==> src/rtl/axi_mem_if_pkg.sv <==
// Shared types for the AXI memory interface: SRAM port ownership and
// elaboration helpers.
`timescale 1ns/1ps
package axi_mem_if_pkg;

  typedef enum logic {
    OWN_RD = 1'b0,
    OWN_WR = 1'b1
  } owner_t;

  function automatic int max_int(input int a, input int b);
    return (a > b) ? a : b;
  endfunction

endpackage

==> src/rtl/axi_mem_wrr_core.sv <==
// Two-input weighted round-robin for the shared SRAM port.
// state  | meaning
// OWN_RD | read side wins contested cycles until RD_WEIGHT consecutive wins
// OWN_WR | write side wins contested cycles until WR_WEIGHT consecutive wins
`timescale 1ns/1ps
module axi_mem_wrr_core
  import axi_mem_if_pkg::*;
#(
  parameter int WR_WEIGHT = 4,
  parameter int RD_WEIGHT = 4
) (
  input  logic clk,
  input  logic rst_n,
  input  logic wr_valid_i,
  input  logic rd_valid_i,
  output logic wr_grant_o,
  output logic rd_grant_o
);

  localparam int CNT_W = $clog2(max_int(WR_WEIGHT, RD_WEIGHT)) + 1;

  if (WR_WEIGHT < 1 || RD_WEIGHT < 1) begin : g_bad_weight
    $fatal(1, "axi_mem_wrr_core: WR_WEIGHT and RD_WEIGHT must both be >= 1");
  end

  owner_t             owner_q, owner_d;
  logic [CNT_W-1:0]   cnt_q, cnt_d;
  logic [CNT_W-1:0]   cnt_inc;
  logic [CNT_W-1:0]   weight;
  logic               contested;

  always_comb begin
    contested  = wr_valid_i & rd_valid_i;
    weight     = (owner_q == OWN_WR) ? CNT_W'(WR_WEIGHT) : CNT_W'(RD_WEIGHT);
    cnt_inc    = cnt_q + CNT_W'(1);
    wr_grant_o = wr_valid_i & (~rd_valid_i | (owner_q == OWN_WR));
    rd_grant_o = rd_valid_i & (~wr_valid_i | (owner_q == OWN_RD));
    owner_d    = owner_q;
    cnt_d      = cnt_q;
    // Only contested cycles spend the owner's weight.
    if (contested) begin
      if (cnt_inc == weight) begin
        owner_d = (owner_q == OWN_WR) ? OWN_RD : OWN_WR;
        cnt_d   = '0;
      end else begin
        cnt_d   = cnt_inc;
      end
    end
  end

  always_ff @(posedge clk or negedge rst_n) begin
    if (!rst_n) begin
      owner_q <= OWN_RD;
      cnt_q   <= '0;
    end else begin
      owner_q <= owner_d;
      cnt_q   <= cnt_d;
    end
  end

endmodule

==> src/rtl/axi_mem_port_arbiter.sv <==
// Shares one single-port SRAM between the AXI write and read controllers,
// with weighted round-robin on contested cycles and a registered read valid.
`timescale 1ns/1ps
module axi_mem_port_arbiter
  import axi_mem_if_pkg::*;
#(
  parameter int MEM_ADDR_WIDTH = 13,
  parameter int DATA_WIDTH     = 64,
  parameter int NUMBYTES       = DATA_WIDTH / 8,
  parameter int WR_WEIGHT      = 4,
  parameter int RD_WEIGHT      = 4
) (
  input  logic                      clk,
  input  logic                      rst_n,
  input  logic                      wr_valid_i,
  output logic                      wr_grant_o,
  input  logic                      wr_cen_i,
  input  logic                      wr_wen_i,
  input  logic [MEM_ADDR_WIDTH-1:0] wr_addr_i,
  input  logic [DATA_WIDTH-1:0]     wr_wdata_i,
  input  logic [NUMBYTES-1:0]       wr_be_i,
  input  logic                      rd_valid_i,
  output logic                      rd_grant_o,
  input  logic                      rd_cen_i,
  input  logic                      rd_wen_i,
  input  logic [MEM_ADDR_WIDTH-1:0] rd_addr_i,
  input  logic [DATA_WIDTH-1:0]     rd_wdata_i,
  input  logic [NUMBYTES-1:0]       rd_be_i,
  output logic                      rd_rvalid_o,
  output logic [DATA_WIDTH-1:0]     rd_rdata_o,
  output logic                      MEM_CEN_o,
  output logic                      MEM_WEN_o,
  output logic [MEM_ADDR_WIDTH-1:0] MEM_A_o,
  output logic [DATA_WIDTH-1:0]     MEM_D_o,
  output logic [NUMBYTES-1:0]       MEM_BE_o,
  input  logic [DATA_WIDTH-1:0]     MEM_Q_i
);

  logic rd_rvalid_q, rd_rvalid_d;

  axi_mem_wrr_core #(
    .WR_WEIGHT (WR_WEIGHT),
    .RD_WEIGHT (RD_WEIGHT)
  ) u_wrr_core (
    .clk        (clk),
    .rst_n      (rst_n),
    .wr_valid_i (wr_valid_i),
    .rd_valid_i (rd_valid_i),
    .wr_grant_o (wr_grant_o),
    .rd_grant_o (rd_grant_o)
  );

  // Idle cycles park the address/data lines on the read side so they never float.
  always_comb begin
    MEM_CEN_o = 1'b1;
    MEM_WEN_o = 1'b1;
    MEM_A_o   = rd_addr_i;
    MEM_D_o   = rd_wdata_i;
    MEM_BE_o  = rd_be_i;
    if (wr_grant_o) begin
      MEM_CEN_o = wr_cen_i;
      MEM_WEN_o = wr_wen_i;
      MEM_A_o   = wr_addr_i;
      MEM_D_o   = wr_wdata_i;
      MEM_BE_o  = wr_be_i;
    end else if (rd_grant_o) begin
      MEM_CEN_o = rd_cen_i;
      MEM_WEN_o = rd_wen_i;
    end
    rd_rvalid_d = rd_grant_o & ~rd_cen_i & rd_wen_i;
  end

  always_ff @(posedge clk or negedge rst_n) begin
    if (!rst_n) begin
      rd_rvalid_q <= 1'b0;
    end else begin
      rd_rvalid_q <= rd_rvalid_d;
    end
  end

  assign rd_rvalid_o = rd_rvalid_q;
  assign rd_rdata_o  = MEM_Q_i;

endmodule

==> config.mk <==
export PLATFORM = sky130hd
export DESIGN_NAME = axi_mem_port_arbiter
export DESIGN_NICKNAME = d
export VERILOG_FILES = /design/src/rtl/axi_mem_if_pkg.sv /design/src/rtl/axi_mem_wrr_core.sv /design/src/rtl/axi_mem_port_arbiter.sv
export SDC_FILE = /design/constraint.sdc
export NUM_CORES = 1
export LEC_CHECK = 0
export BUFFER_PORTS_ARGS = -buffer_cell sky130_fd_sc_hd__buf_2
export CAP_MARGIN = 30
export CORE_AREA = 2 2 153 155
export DETAILED_ROUTE_END_ITERATION = 10
export DIE_AREA = 0 0 155 157
export GPL_TIMING_DRIVEN = 1
export PLACE_DENSITY = 0.45
export SLEW_MARGIN = 20
export SYNTH_ARGS = -nofsm -noshare
export SYNTH_HDL_FRONTEND = slang
export SYNTH_SLANG_ARGS = --single-unit
==> constraint.sdc <==
create_clock -name clk -period 1.4 [get_ports clk]
set_input_delay 0.21 -clock clk [delete_from_list [all_inputs] [get_ports clk]]
set_output_delay 0.21 -clock clk [all_outputs]
set_load 0.05 [all_outputs]
== Word-level counts from Yosys, hierarchy flattened ==
Cells that the tools add are included.

* Bits in registers: 5
* Bits in latches: 0
* Bits in writable memories: 0
* Memory bits (read-only): 0
* Bits of input ports: 242
* Output and inout bits: 154
* Memories: 0

* Add/sub/neg operators: 1
* $mul: 0
* Div/mod/pow operators: 0
* $lt $le $gt $ge: 0
* Eq/ne operators: 1
* Shift-type cells: 0
* Mux-type cells: 9
* Bitwise logic cells: 11
* Reductions and logical operators: 1

{| class="wikitable"
|+ Operators with widths
! kind !! count
|-
| two-way mux 64 bit || 1
|-
| two-way mux 13 bit || 1
|-
| two-way mux 8 bit || 1
|-
| bitwise AND 1 bit || 5
|-
| two-way mux 1 bit || 5
|-
| NOT 1 bit || 4
|-
| adder 3 x 1 -> 3 bit (second input constant) || 1
|-
| == test 3 bit (second input constant) || 1
|-
| two-way mux 3 bit || 1
|-
| bitwise OR 1 bit || 2
|-
| AND reduction 2 bit || 1
|}

== Logic depth before layout (Yosys ltp) ==
Gate-level depths: netlist (run 1).

* Depth after elaboration: 5
* Gate-level depth with buffers: 5
* Gate-level depth less buffers: 4

== By module ==
A second synthesis (run 1) with hierarchy kept.

* Cells, all modules: 187
* Area, all modules: 1819.2 sq um

{| class="wikitable"
|+ By module, submodules not included
! module !! instances !! cells each !! area an instance (sq um) !! seq. area each (sq um)
|-
| axi_mem_port_arbiter || 1 || 167 || 1595.3 || 25.0
|-
| axi_mem_wrr_core || 1 || 20 || 224.0 || 100.1
|}

== Worst setup path after synthesis (run 1) ==
OpenSTA, ideal clock, no wires.

* Path type: reg2out
* From: reg u_wrr_core.owner_q
* To: out MEM_A_o[10]
* Data arrival time: 1.433 ns
* Required time: 1.190 ns
* Slack: -0.243 ns
* Cell stages (with the launch flop): 5
* Cell sequence: dfrtp_1 o21ai_4 buf_6 buf_6 mux2_1

* Longest elaborated chain between the ends: 3

{| class="wikitable"
|+ Ends and longest elaborated chain
! what !! RTL line !! source
|-
| from (decl) || axi_mem_wrr_core.sv:26 || <nowiki>owner_t owner_q, owner_d;</nowiki>
|-
| from (signal assigned) || axi_mem_wrr_core.sv:56 || <nowiki>owner_q <= owner_d;</nowiki>
|-
| bitwise OR 1 bit || axi_mem_wrr_core.sv:36 || <nowiki>wr_grant_o = wr_valid_i & (~rd_valid_i | (owner_q == OWN_WR));</nowiki>
|-
| bitwise AND 1 bit || axi_mem_wrr_core.sv:36 ||
|-
| two-way mux 13 bit || axi_mem_port_arbiter.sv:60 || <nowiki>if (wr_grant_o) begin</nowiki>
|-
| to (decl) || axi_mem_port_arbiter.sv:33 || <nowiki>output logic [MEM_ADDR_WIDTH-1:0] MEM_A_o,</nowiki>
|}

No other way between the ends.

== Worst setup path in the final report (run 1) ==
* From: reg u_wrr_core.owner_q
* To: out MEM_D_o[43]

* Longest elaborated chain between the ends: 3

{| class="wikitable"
|+ Ends and longest elaborated chain
! what !! RTL line !! source
|-
| bitwise OR 1 bit || axi_mem_wrr_core.sv:36 ||
|-
| bitwise AND 1 bit || axi_mem_wrr_core.sv:36 ||
|-
| two-way mux 64 bit || axi_mem_port_arbiter.sv:60 ||
|-
| to (decl) || axi_mem_port_arbiter.sv:34 || <nowiki>output logic [DATA_WIDTH-1:0] MEM_D_o,</nowiki>
|}

No other way between the ends.

==> results.py, run 1 <==
metrics = {
    "grt": {
        "grt_pass1_wl_um": 12100,
        "grt_pass1_vias": 2312,
        "gr-total-overflow": 0,
        "grt.busiest_layer": "met2",
        "antenna_found_initial": 0,
        "grt_max_degree": 21,
        "gr-usage-met3_pct": 1.40,
        "grt_usage_pct": 6.33,
        "grt_use_met2_pct": 12.8,
        "grtUsageMet1_pct": 6.54,
    },
    "floorplan": {
        "io-pin-count": 396,
        "die_area_um2": 24300,
        "die_w_um": 155,
        "row_count": 55,
        "design.core.area_um2": 22500,
        "die_y_um": 157,
        "floorplan.initialDensity_pct": 8.01,
    },
    "worst_setup_path": {
        "critical-path-max-stage-delay_ns": 0.39,
        "crit_chain": "o21ai_4 > buf_12 > buf_4 > mux2_4 > buf_2",
        "cp_slowest_cell": "dfrtp_1",
        "end_kind": "output pin",
        "start_kind": "register",
        "critical_path_buf_inv_count": 3,
        "r2r_end": "u_wrr_core.cnt_q[2]",
        "crit_arrival_ns": 1.68,
        "r2r_start": "u_wrr_core.cnt_q[0]",
        "worstPathMaxFanout": 20,
        "rr_worst_depth": 3,
        "required_ns": 1.19,
        "path_delay_family": "buffers and inverters",
        "rrSetupSlack_ns": 0.13,
        "worstSetupPathType": "register to output pin",
    },
    "logic_synthesis": {
        "synth-edff-count": 0,
        "seq_area_frac_synth_pct": 6.94,
        "synth_flop_cell": "dfrtp_1",
        "synth.area.top_cells": "mux2_2 (43%), buf_4 (29%), mux2_1 (11%)",
        "synth_top_area_share_pct": 43.1,
        "synth_common_cells": "buf_4 (70), mux2_2 (69), mux2_1 (17)",
        "yosysTopAreaCell": "mux2_2",
        "synth_most_common_cell": "buf_4",
        "ys_seq_elements": 5,
        "syn_area_um2": 1800,
        "yosys_warnings": 0,
        "yosysUniqueCellTypes": 20,
        "synth_nets": 429,
        "syn_avg_cell_area_um2": 9.75,
        "ys_async_sr_fraction_pct": 100,
        "postSynthCellCount": 185,
    },
    "run_status": {
        "violations": "setup timing",
        "status": "finished with violations",
    },
    "timing": {
        "min_period_ns": 1.89,
        "slew_violations": 0,
        "fin_ws_ns": -0.485,
        "period_share_pct": 135,
        "worstMarginPinSlew_ns": 0.263,
        "fin_tns_setup_ns": -38.05,
        "timing.final.hold_violations": 0,
        "finalSetupViolCount": 88,
        "fin_skew_ns": 0.00493,
        "max_freq_mhz": 530,
        "maxSlewHeadroom_pct": 82.6,
        "rsz0062_at_grt": "yes",
    },
    "placed_design": {
        "dp.final_hpwl_um": 7610,
        "dp_slack_ns": -0.293,
        "place_congestion": 0.700,
        "io_buffers": 267,
    },
    "detailed_routing": {
        "first_iter_violations": 34,
        "wl_per_cell_um": 12.8,
        "drtAntennaViolNets": 0,
        "dr.pass1.iters": 4,
        "drcViolationCount": 0,
        "via_per_inst": 3.20,
        "vias": 2219,
        "drt-total-wl_um": 8920,
    },
    "clock_network": {
        "cts_root_buffer": "clkbuf_16",
        "htree_levels": 1,
        "cts_tree": "done",
        "clk_pin_slew_ns": 0.04,
        "clock_sinks": 5,
        "clockBufferDepth": 2,
        "clk_latency_ns": 0.23,
        "cts_buffers": 3,
    },
    "power": {
        "power.density_nw_per_um2": 1070,
        "vdd_ir_drop_max_mv": 0.854,
        "p_leak_uw": 0.00228,
    },
    "final_layout": {
        "area_delta_synth_final_pct": 126,
        "final_nets": 654,
        "n_antenna_cell": 0,
        "layout-drive-gt1-share_pct": 94.6,
    },
    "hold_path": {
        "hold_path_startpoint": "rd_cen_i",
        "hold_path_class": "input port to register",
        "holdPathStages": 2,
        "worstHoldEndpoint": "rd_rvalid_o",
    },
    "job": {
        "drv_cap": 0,
    },
}
-- power breakdown --
group	total, uW	internal, uW	switching (uW)
registers	246	200	46.0
logic	3630	1640	1990
clock network	479	378	101
total	4350	2220	2140
-- per-layer routing --
layer  share of wire (%)  routed length, um
met2                  54               4790
met1                  35               3160
met4                 1.6                146
met3                 9.2                820
met5                   0                  0
-- worst max-delay path by stage --
stage,from,to,slack [ns],depth (start not counted)
2_1_floorplan,u_wrr_core.owner_q,MEM_BE_o[0],-0.12,4
3_3_place_gp,u_wrr_core.owner_q,MEM_A_o[0],-0.28,5
3_5_place_dp,u_wrr_core.owner_q,MEM_D_o[4],-0.29,5
4_1_cts,u_wrr_core.owner_q,MEM_D_o[19],-0.51,5
5_1_grt,u_wrr_core.owner_q,MEM_D_o[43],-0.56,5
6_report,u_wrr_core.owner_q,MEM_D_o[43],-0.49,5
-- state kept, by name (all words and copies together), names as in the netlist --
register,flops
rd_rvalid_o,1
u_wrr_core.cnt_q,3
u_wrr_core.owner_q,1
-- final cells by class --
type,instances,area [um^2]
multi-input combinational,104,1430
sequential,5,125
clock buffer,4,78.8
timing repair buffer,293,2080
inverter,3,11.3
tap,285,357
fill,2505,18400
-- placed cells by master, fill, tap and decap left out, types with 2 or more instances in the layout --
master	n
buf_4	47
buf_2	183
nand2_1	3
clkbuf_16	4
inv_2	2
ha_1	2
dfrtp_1	5
buf_12	4
mux2_2	2
o22a_2	2
buf_8	10
buf_6	46
mux2_4	84
-- timing repair --
action	CTS	global route
gates cloned	1	1
hold endpoints to repair	5	0
resized for setup	155	6
setup buffers	3	0
hold buffers	1	0
setup endpoints to repair	89	89
pin swaps	1	1
-- cell families after synthesis --
family,share of synthesized area [%]
AO/OA/AOI/OAI,2.98
XOR/XNOR,0.972
adder cells (fa/ha/maj),1.39
buffers and inverters,31.6
flip-flops,6.94
multiplexers,53.7
AND/OR/NAND/NOR,2.36
-- metrics by stage --
| stage | total power (uW) | utilization [%] | hold WS (ns) | cells | area, um^2 |
|---|---|---|---|---|---|
| 4_1_cts | 4360 | 18.0 | 0.168 | 694 | 4050 |
| 5_1_grt | 4550 | 18.1 | 0.177 | 694 | 4080 |
| 6_report | 4350 | 18.1 | 0.170 | 694 | 4080 |
| 3_5_place_dp | 3360 | 15.3 | 0.0372 | 685 | 3440 |
| 2_1_floorplan | 3060 | - | -0.0856 | 185 | 2100 |
| 3_3_place_gp | 3350 | 15.3 | 0.0396 | 685 | 3440 |
No activity file was read; power rests on OpenSTA's default activity.
==> inputs of run 2 (changes only) <==
ABC_AREA = 1   (was not set)
CORE_AREA = 2 2 154 156   (was 2 2 153 155)
DIE_AREA = 0 0 156 158   (was 0 0 155 157)
SKIP_LAST_GASP = 1   (was not set)
==> results.py, run 2 <==
metrics = {
    "worst_setup_path": {
        "path_delay_family": "buffers and inverters",
        "crit_arrival_ns": 1.55,
        "cp_slowest_cell": "dfrtp_1",
        "end_kind": "output pin",
        "critical-path-max-stage-delay_ns": 0.39,
        "required_ns": 1.19,
        "crit_chain": "o21ai_4 > buf_12 > buf_12 > nand2_1 > nand2_4 > buf_4",
        "worstPathMaxFanout": 25,
        "start_kind": "register",
        "worst_path_most_repeated_cell": "buf_12",
        "worstSetupPathType": "register to output pin",
        "critical_path_buf_inv_count": 3,
    },
    "final_layout": {
        "layout_common_cells": "buf_2 (178), nand2_1 (118), nand2_2 (96), nand2_4 (56), buf_6 (51)",
        "final_common_cell": "buf_2",
        "top_register": "u_wrr_core.cnt_q",
        "largest_reg_flops": 3,
        "area_delta_synth_final_pct": 167,
        "final_util_pct": 21.2,
        "layout-drive-gt1-share_pct": 76.6,
        "final_nets": 839,
    },
    "run_status": {
        "status": "finished with violations",
        "violations": "setup timing",
    },
    "detailed_routing": {
        "wl_per_cell_um": 14.1,
        "drt-total-wl_um": 12500,
        "first_iter_violations": 70,
        "dr.pass1.iters": 4,
        "via_per_inst": 3.50,
        "vias": 3096,
        "drtAntennaViolNets": 0,
        "drcViolationCount": 0,
    },
    "timing": {
        "timing.final.hold_violations": 0,
        "slew_violations": 0,
        "rsz0062_at_grt": "yes",
        "worstMarginPinSlew_ns": 0.249,
        "min_period_ns": 1.76,
        "fin_tns_setup_ns": -28.28,
        "maxSlewHeadroom_pct": 83.5,
        "fin_skew_ns": 0.000165,
        "fin_ws_ns": -0.356,
        "max_freq_mhz": 570,
        "finalSetupViolCount": 88,
        "period_share_pct": 125,
        "whs_ns": 0.228,
    },
    "grt": {
        "antenna_found_initial": 4,
        "grt_pass1_wl_um": 15200,
        "grt_max_degree": 38,
        "gr-total-overflow": 0,
        "grt_usage_pct": 8.07,
        "grt_pass1_vias": 2846,
    },
    "clock_network": {
        "htree_levels": 1,
        "cts_tree": "done",
        "cts_buffers": 3,
        "cts_root_buffer": "clkbuf_16",
        "clk_pin_slew_ns": 0.03,
        "clockBufferDepth": 2,
        "clock_sinks": 5,
        "clk_latency_ns": 0.23,
    },
    "logic_synthesis": {
        "synth_flop_cell": "dfrtp_1",
        "seq_area_frac_synth_pct": 6.85,
        "synth_top_area_share_pct": 55.5,
        "ys_seq_elements": 5,
        "yosysTopAreaCell": "nand2_1",
        "syn_area_um2": 1830,
        "synth_nets": 624,
        "ys_async_sr_fraction_pct": 100,
        "postSynthCellCount": 380,
        "syn_avg_cell_area_um2": 4.81,
        "synth_most_common_cell": "nand2_1",
        "synth-edff-count": 0,
        "yosysUniqueCellTypes": 15,
        "yosys_warnings": 0,
        "synth.area.top_cells": "nand2_1 (55%), buf_4 (27%), dfrtp_1 (6.8%)",
        "synth_common_cells": "nand2_1 (270), buf_4 (65), clkbuf_1 (9)",
    },
    "floorplan": {
        "row_count": 56,
        "design.core.area_um2": 23100,
        "io-pin-count": 396,
        "die_w_um": 156,
        "die_y_um": 158,
        "floorplan.initialDensity_pct": 7.92,
        "die_area_um2": 24600,
    },
    "placed_design": {
        "dp_slack_ns": -0.229,
        "place_congestion": 0.693,
        "io_buffers": 267,
        "dp.final_hpwl_um": 8380,
    },
    "power": {
        "vdd_ir_drop_max_mv": 0.356,
        "p_leak_uw": 0.00262,
        "power.density_nw_per_um2": 1110,
    },
    "hold_path": {
        "hold_path_class": "input port to register",
    },
    "job": {
        "drv_cap": 0,
    },
}
==> run 2: through the flow <==
stage	instances	instance area (um^2)	total power (uW)
2_1_floorplan	380	2320	3260
3_5_place_dp	864	3590	3700
3_3_place_gp	864	3590	3690
4_1_cts	876	4460	5070
5_1_grt	884	4880	5720
6_report	885	4880	5420
==> run 2: area by class of cell <==
type	instances	area, um^2
inverter	7	52.6
fill	2554	18200
multi-input combinational	286	1810
tap	290	363
timing repair buffer	292	2450
clock buffer	4	78.8
antenna	1	2.50
sequential	5	125
==> run 2: timing repair <==
action,in CTS,in global routing
pin swaps,1,5
hold endpoints to repair,5,0
hold buffers,1,0
cloned,5,7
gates resized for setup,196,78
setup endpoints to repair,89,89
setup buffers,2,1
==> run 2: worst reg2reg max path: stages, from the launching register on <==
cell and delay, ns:
dfrtp_1 0.39, buf_4 0.15, nand2_1 0.06, inv_2 0.05, nor3_1 0.13, buf_4 0.16
and2_1 0.13
==> run 2: worst paths after layout <==
path,cells past startpoint,slack (ns),to,from
max,6,-0.36,MEM_D_o[48],u_wrr_core.owner_q
max reg2reg,6,0.26,rd_rvalid_o,u_wrr_core.owner_q
min reg2reg,2,0.51,u_wrr_core.cnt_q[1],u_wrr_core.cnt_q[1]
max in group asynchronous,2,0.93,u_wrr_core.cnt_q[2],rst_n
min,2,0.23,rd_rvalid_o,rd_wen_i
min in group asynchronous,2,0.33,rd_rvalid_o,rst_n
==> run 2: layer usage <==
metal / routed length (um) / GRT usage (%) / vias to the layer above
li1: - / - / 1496
met1: 4680 / 8.85 / 1337
met2: 6100 / 14.4 / 220
met3: 1430 / 3.34 / 37
met4: 272 / 2.18 / 6
met5: 35 / 0 / -
==> run 2: logic make-up (layout without fill, tap and decap cells) <==
family	after synthesis	in the layout	synth area share, %
adders and majority gates	2	2	1.37
AOI/OAI and AO/OA	2	2	1.16
and+or+nand+nor	282	282	58.4
buffers and inverters	89	303	32.2
other	0	1	0
DFF	5	5	6.85
==> run 2: where the power goes <==
part / switching, uW / internal [uW]
combinational: 2870 / 1850
sequential: 38.0 / 193
clock: 95.4 / 378
